<file path="config.mk">
export PLATFORM = sky130hd
export DESIGN_NAME = phase_capture
export DESIGN_NICKNAME = d
export VERILOG_FILES = /design/src/rtl/phase_capture.sv
export SDC_FILE = /design/constraint.sdc
export NUM_CORES = 1
export LEC_CHECK = 0
export ABC_AREA = 1
export BUFFER_PORTS_ARGS = -buffer_cell sky130_fd_sc_hd__buf_4
export CAP_MARGIN = 10
export CORE_AREA = 5 5 161 163
export DETAILED_ROUTE_END_ITERATION = 7
export DIE_AREA = 0 0 166 168
export PLACE_DENSITY = 0.44
export SETUP_SLACK_MARGIN = 0.15
export SYNTH_ARGS = -nofsm -noshare
export SYNTH_HDL_FRONTEND = slang
export SYNTH_SLANG_ARGS = --single-unit
</file>
<file path="constraint.sdc">
create_clock -name clk -period 6.9 [get_ports clk]
set_input_delay 2.07 -clock clk [delete_from_list [all_inputs] [get_ports clk]]
set_output_delay 2.07 -clock clk [all_outputs]
set_load 0.005 [all_outputs]
</file>
<file path="src/rtl/phase_capture.sv">
// Captures the spin vector of a converging sampler: a run ends either when the phase
// has been stable for the target number of samples or when the cycle limit expires.
module phase_capture #(
   parameter int N     = 3,
   parameter int CNT_W = 16
) (
   input  logic             clk,
   input  logic             rstn,
   input  logic             start,
   input  logic [N-1:0]     phase,
   input  logic             phase_valid,
   input  logic [CNT_W-1:0] stable_target,
   input  logic [31:0]      timeout,
   output logic             busy,
   output logic [N-1:0]     result,
   output logic             result_valid,
   input  logic             result_ready,
   output logic             converged,
   output logic             timed_out,
   output logic [31:0]      sample_count,
   output logic [1:0]       dbg_state
);

   // result_valid/result_ready: a transfer happens on an edge where both are high;
   // result_valid is a register and never depends combinationally on result_ready.
   typedef enum logic [1:0] {
      S_IDLE = 2'd0,
      S_RUN  = 2'd1,
      S_HOLD = 2'd2
   } state_t;

   state_t           r_state, w_state_nxt;
   logic [31:0]      r_sample_count, w_sample_count_nxt;
   logic [CNT_W-1:0] r_stable_cnt, w_stable_cnt_nxt;
   logic [31:0]      r_cycle_cnt, w_cycle_cnt_nxt;
   logic [N-1:0]     r_last_phase, w_last_phase_nxt;
   logic [N-1:0]     r_result, w_result_nxt;
   logic             r_result_valid, w_result_valid_nxt;
   logic             r_converged, w_converged_nxt;
   logic             r_timed_out, w_timed_out_nxt;

   logic [CNT_W-1:0] w_target;
   logic [CNT_W-1:0] w_stable_upd;
   logic             w_first;
   logic             w_conv;
   logic             w_tmo;

   // Bit 0 is spin 0; forcing it to 0 picks one representative of each flip pair.
   function automatic logic [N-1:0] normalize(input logic [N-1:0] v);
      return v[0] ? ~v : v;
   endfunction

   assign w_target     = (stable_target == '0) ? CNT_W'(1) : stable_target;
   // stable_cnt is 0 only before the first sample of a run.
   assign w_first      = (r_stable_cnt == '0);
   assign w_stable_upd = (w_first || (phase != r_last_phase)) ? CNT_W'(1) :
                         ((&r_stable_cnt) ? r_stable_cnt : r_stable_cnt + CNT_W'(1));
   assign w_conv       = phase_valid && (w_stable_upd >= w_target);
   assign w_tmo        = (timeout != 32'd0) && ((r_cycle_cnt + 32'd1) == timeout);

   always_comb begin
      w_state_nxt        = r_state;
      w_sample_count_nxt = r_sample_count;
      w_stable_cnt_nxt   = r_stable_cnt;
      w_cycle_cnt_nxt    = r_cycle_cnt;
      w_last_phase_nxt   = r_last_phase;
      w_result_nxt       = r_result;
      w_result_valid_nxt = r_result_valid;
      w_converged_nxt    = r_converged;
      w_timed_out_nxt    = r_timed_out;
      case (r_state)
         S_IDLE: begin
            if (start) begin
               w_state_nxt        = S_RUN;
               w_sample_count_nxt = '0;
               w_stable_cnt_nxt   = '0;
               w_cycle_cnt_nxt    = '0;
               w_last_phase_nxt   = '0;
               w_converged_nxt    = 1'b0;
               w_timed_out_nxt    = 1'b0;
            end
         end
         S_RUN: begin
            w_cycle_cnt_nxt = r_cycle_cnt + 32'd1;
            if (phase_valid) begin
               w_sample_count_nxt = (&r_sample_count) ? r_sample_count : r_sample_count + 32'd1;
               w_stable_cnt_nxt   = w_stable_upd;
               w_last_phase_nxt   = phase;
            end
            // Convergence takes priority over a timeout in the same cycle.
            if (w_conv) begin
               w_state_nxt        = S_HOLD;
               w_converged_nxt    = 1'b1;
               w_result_nxt       = normalize(phase);
               w_result_valid_nxt = 1'b1;
            end else if (w_tmo) begin
               w_state_nxt        = S_HOLD;
               w_timed_out_nxt    = 1'b1;
               w_result_nxt       = normalize(phase_valid ? phase : r_last_phase);
               w_result_valid_nxt = 1'b1;
            end
         end
         S_HOLD: begin
            if (result_ready) begin
               w_state_nxt        = S_IDLE;
               w_result_valid_nxt = 1'b0;
            end
         end
         default: begin
            w_state_nxt        = S_IDLE;
            w_result_valid_nxt = 1'b0;
         end
      endcase
   end

   always_ff @(posedge clk or negedge rstn) begin
      if (!rstn) begin
         r_state        <= S_IDLE;
         r_sample_count <= '0;
         r_stable_cnt   <= '0;
         r_cycle_cnt    <= '0;
         r_last_phase   <= '0;
         r_result       <= '0;
         r_result_valid <= 1'b0;
         r_converged    <= 1'b0;
         r_timed_out    <= 1'b0;
      end else begin
         r_state        <= w_state_nxt;
         r_sample_count <= w_sample_count_nxt;
         r_stable_cnt   <= w_stable_cnt_nxt;
         r_cycle_cnt    <= w_cycle_cnt_nxt;
         r_last_phase   <= w_last_phase_nxt;
         r_result       <= w_result_nxt;
         r_result_valid <= w_result_valid_nxt;
         r_converged    <= w_converged_nxt;
         r_timed_out    <= w_timed_out_nxt;
      end
   end

   assign busy         = (r_state != S_IDLE);
   assign result       = r_result;
   assign result_valid = r_result_valid;
   assign converged    = r_converged;
   assign timed_out    = r_timed_out;
   assign sample_count = r_sample_count;
   assign dbg_state    = r_state;

endmodule

</file>
==> results by group <==
GRT
  • GRT Overall Usage: 0.178
  • Vias in the first global route: 7472
  • Congestion Overflow GR: 0
  • Initial antenna violation count: 0
  • First-pass GRT wire length: 40000 um
  • Largest net degree at the start of global routing: 58

Routing
  • Detailed Routing Iterations Pass 1: 5
  • Drt via density: 4.84
  • Via count: 7472
  • DRT Wirelength: 24700 um
  • Remaining antenna violation count: 0
  • DRC: 0
  • Routed len/inst: 16.0 um
  • Initial DRC Count: 595

STA
  • Final setup TNS: 0 ns
  • Max transition margin: 0.423
  • Max Freq: 232 MHz
  • RSZ-0062 raised after global routing: no
  • Final min period: 4.31 ns
  • Finish-stage setup viols: 0
  • Fin. max-slew vios: 0
  • Slew at the pin closest to its max-slew limit: 0.866 ns
  • Post-route clock period utilization: 0.625
  • Hold Violations, Final: 0
  • Clk_skew: 0.0146 ns

Placed design
  • Placed cell count: 1529
  • Gpl congestion: 0.837
  • Buffers on Ports: 95
  • DP HPWL: 19400 um

Hold path
  • Type of the most critical hold path: reg -> reg
  • Min-delay src: converged$_DFFE_PN0P_

Synthesis
  • Post-synth top area share: 0.316
  • Post-synth EDFFs: 0
  • Syn nets: 1199
  • Top_reg_cell synth: dfrtp_1
  • Mapped cell area: 7130 um2
  • FFs w/ async S/R, synth: 1.00
  • Mapped Cells: 1123
  • Sequential share of the synthesized area: 0.316
  • Top post-synthesis cells by area: dfrtp_1 (32%), nand2_1 (18%), inv_1 (8.9%)
  • Largest area contributor in the netlist: dfrtp_1
  • Ys Warns: 0
  • Synth cell types: 45
  • Register bit count reported by yosys: 90
  • Avg Inst Size Synth: 6.35 um2

Critical path
  • Setup slack, reg-to-reg: 3.23 ns
  • WS Path Type: in -> reg
  • CP arrival: 4.55 ns
  • CP startpoint kind: input pin
  • CP required: 7.14 ns
  • CP Max Fanout: 24
  • CP endpoint kind: flop
  • Reg-to-reg startpoint: dbg_state[0]$_DFFE_PN0P_
  • Worst Setup SP: start

Power and ir drop
  • PD cells: 246 nW/um2
  • Static leakage: 0.00413 uW
  • IR Drop Worst-Case VDD: 0.107 mV

Clocking
  • Clk slew on worst S/H paths: 0.09 ns
  • Hold-fix buffers, CTS: 0
  • # Post-CTS Setup Buffers: 0
  • CTS resizes: 0
  • H-tree Lvls: 3
  • TritonCTS Buffers: 9
  • Clk root buf: clkbuf_16
  • Number of clock sinks: 90
  • Max Buffers Root-to-Sink: 2
  • CTS tree: yes
  • Worst-Skew Late Latency: 0.36 ns

Finish
  • Synthesis-to-finish area growth: 19.3%
  • Fin nets: 1292
  • Layout cell share with drive strength beyond 1: 0.125
  • Commonest non-fill, non-tap cells in the layout: nand2_1 (337), inv_1 (169), nor2_1 (120)
  • Cell Count, Final, Fillers Out: 1545
  • Number of diodes: 0
  • Fill cells: 2670
  • Most common cell after layout, fill and taps aside: nand2_1

Floorplanning
  • Io pins: 97
  • Site Rows: 57
  • Starting Density: 0.295
  • Die width: 166 um
  • Die Y: 168 um
  • Die area: 27900 um2
  • Core area: 24200 um2

Run
  • Max-cap violations: 0

Status
  • Status: finished clean
-- state kept, by name, indices dropped and copies added, names as in the netlist --
register	cells
sample_count	32
r_cycle_cnt	32
dbg_state	2
converged	1
result_valid	1
r_stable_cnt	16
timed_out	1
r_last_phase	3
result	2
-- area by class of cell --
type / count / area (um2) / area share
multi-input cells: 842 / 4150 / 0.488
flip-flops and latches: 90 / 2250 / 0.265
repair buffers: 99 / 743 / 0.0874
inverters: 174 / 653 / 0.0768
well taps: 324 / 405 / 0.0477
clock buffers: 9 / 225 / 0.0265
clock inverters: 7 / 78.8 / 0.00927
-- path summary, 6_finish.rpt --
path                            cells after the start                      endpoint
worst max-delay path                               12  sample_count[12]$_DFFE_PN0P_
min in group asynchronous                           1    r_cycle_cnt[8]$_DFFE_PN0P_
worst max register to register                     12  sample_count[12]$_DFFE_PN0P_
worst min-delay path                                2         converged$_DFFE_PN0P_
worst min register to register                      2         converged$_DFFE_PN0P_
max in group asynchronous                           2         result[2]$_DFFE_PN0P_
-- critical path, cell delays in order --
cell and delay (ns):
buf_4 0.11, nand2_1 0.05, buf_4 0.28, inv_1 0.26
nor2_1 0.36, inv_1 0.31, nand2_1 0.61, nor2_2 0.12
nand2_1 0.15, nor2_1 0.05, a21oi_1 0.12, nor3_1 0.05
-- cell usage after synthesis, types with 2 or more instances --
cell	instances
nor3_2	2
buf_1	4
dfrtp_1	90
nand3_1	111
nand2_2	12
and2_1	2
o31ai_1	7
o211ai_1	2
nand2_1	337
buf_4	3
xor2_1	11
clkbuf_1	10
nor3b_1	3
a21oi_1	29
nor3_1	19
inv_2	4
a31oi_1	4
nand3b_1	5
xnor2_1	5
inv_1	169
nand4_1	24
nor2_1	120
o21ai_0	48
o22ai_1	33
ha_1	20
o21ai_1	5
nor2_2	7
nor2_4	5
nor4_1	12
or2_2	3
mux2i_1	3
-- routing by layer --
| metal | up-vias | wire length (um) | track usage |
|---|---|---|---|
| li1 | 3850 | - | - |
| met1 | 3441 | 11600 | 0.234 |
| met2 | 166 | 11900 | 0.307 |
| met3 | 15 | 907 | 0.0317 |
| met4 | 0 | 306 | 0.0366 |
| met5 | - | 0 | 0 |
-- through the flow --
stage / util / cell area [um2] / total power (uW) / setup WS [ns] / hold WS, ns
after floorplan: - / 7130 / 1280 / 2.86 / 0.465
after global placement: 0.339 / 8200 / 1580 / 2.24 / 0.515
after detailed placement: 0.339 / 8200 / 1580 / 2.17 / 0.499
after CTS: 0.352 / 8510 / 2120 / 2.57 / 0.531
after global routing: 0.352 / 8510 / 2270 / 2.23 / 0.560
final: 0.352 / 8510 / 2090 / 2.59 / 0.530
-- cells by family after synthesis --
logic type	synth area share
adder cells (fa/ha/maj)	0.0351
AO/OA/AOI/OAI	0.108
buffers and inverters	0.102
multiplexers	0.00421
XOR/XNOR	0.0197
flip-flops	0.316
other	0.000526
AND/OR/NAND/NOR	0.415
-- power breakdown --
part           switching, uW  internal (uW)  total, uW
clock                    268            259        526
combinational            489            279        768
sequential               156            643        799
total                    913           1180       2090
Power figures use the tool's default switching activity.
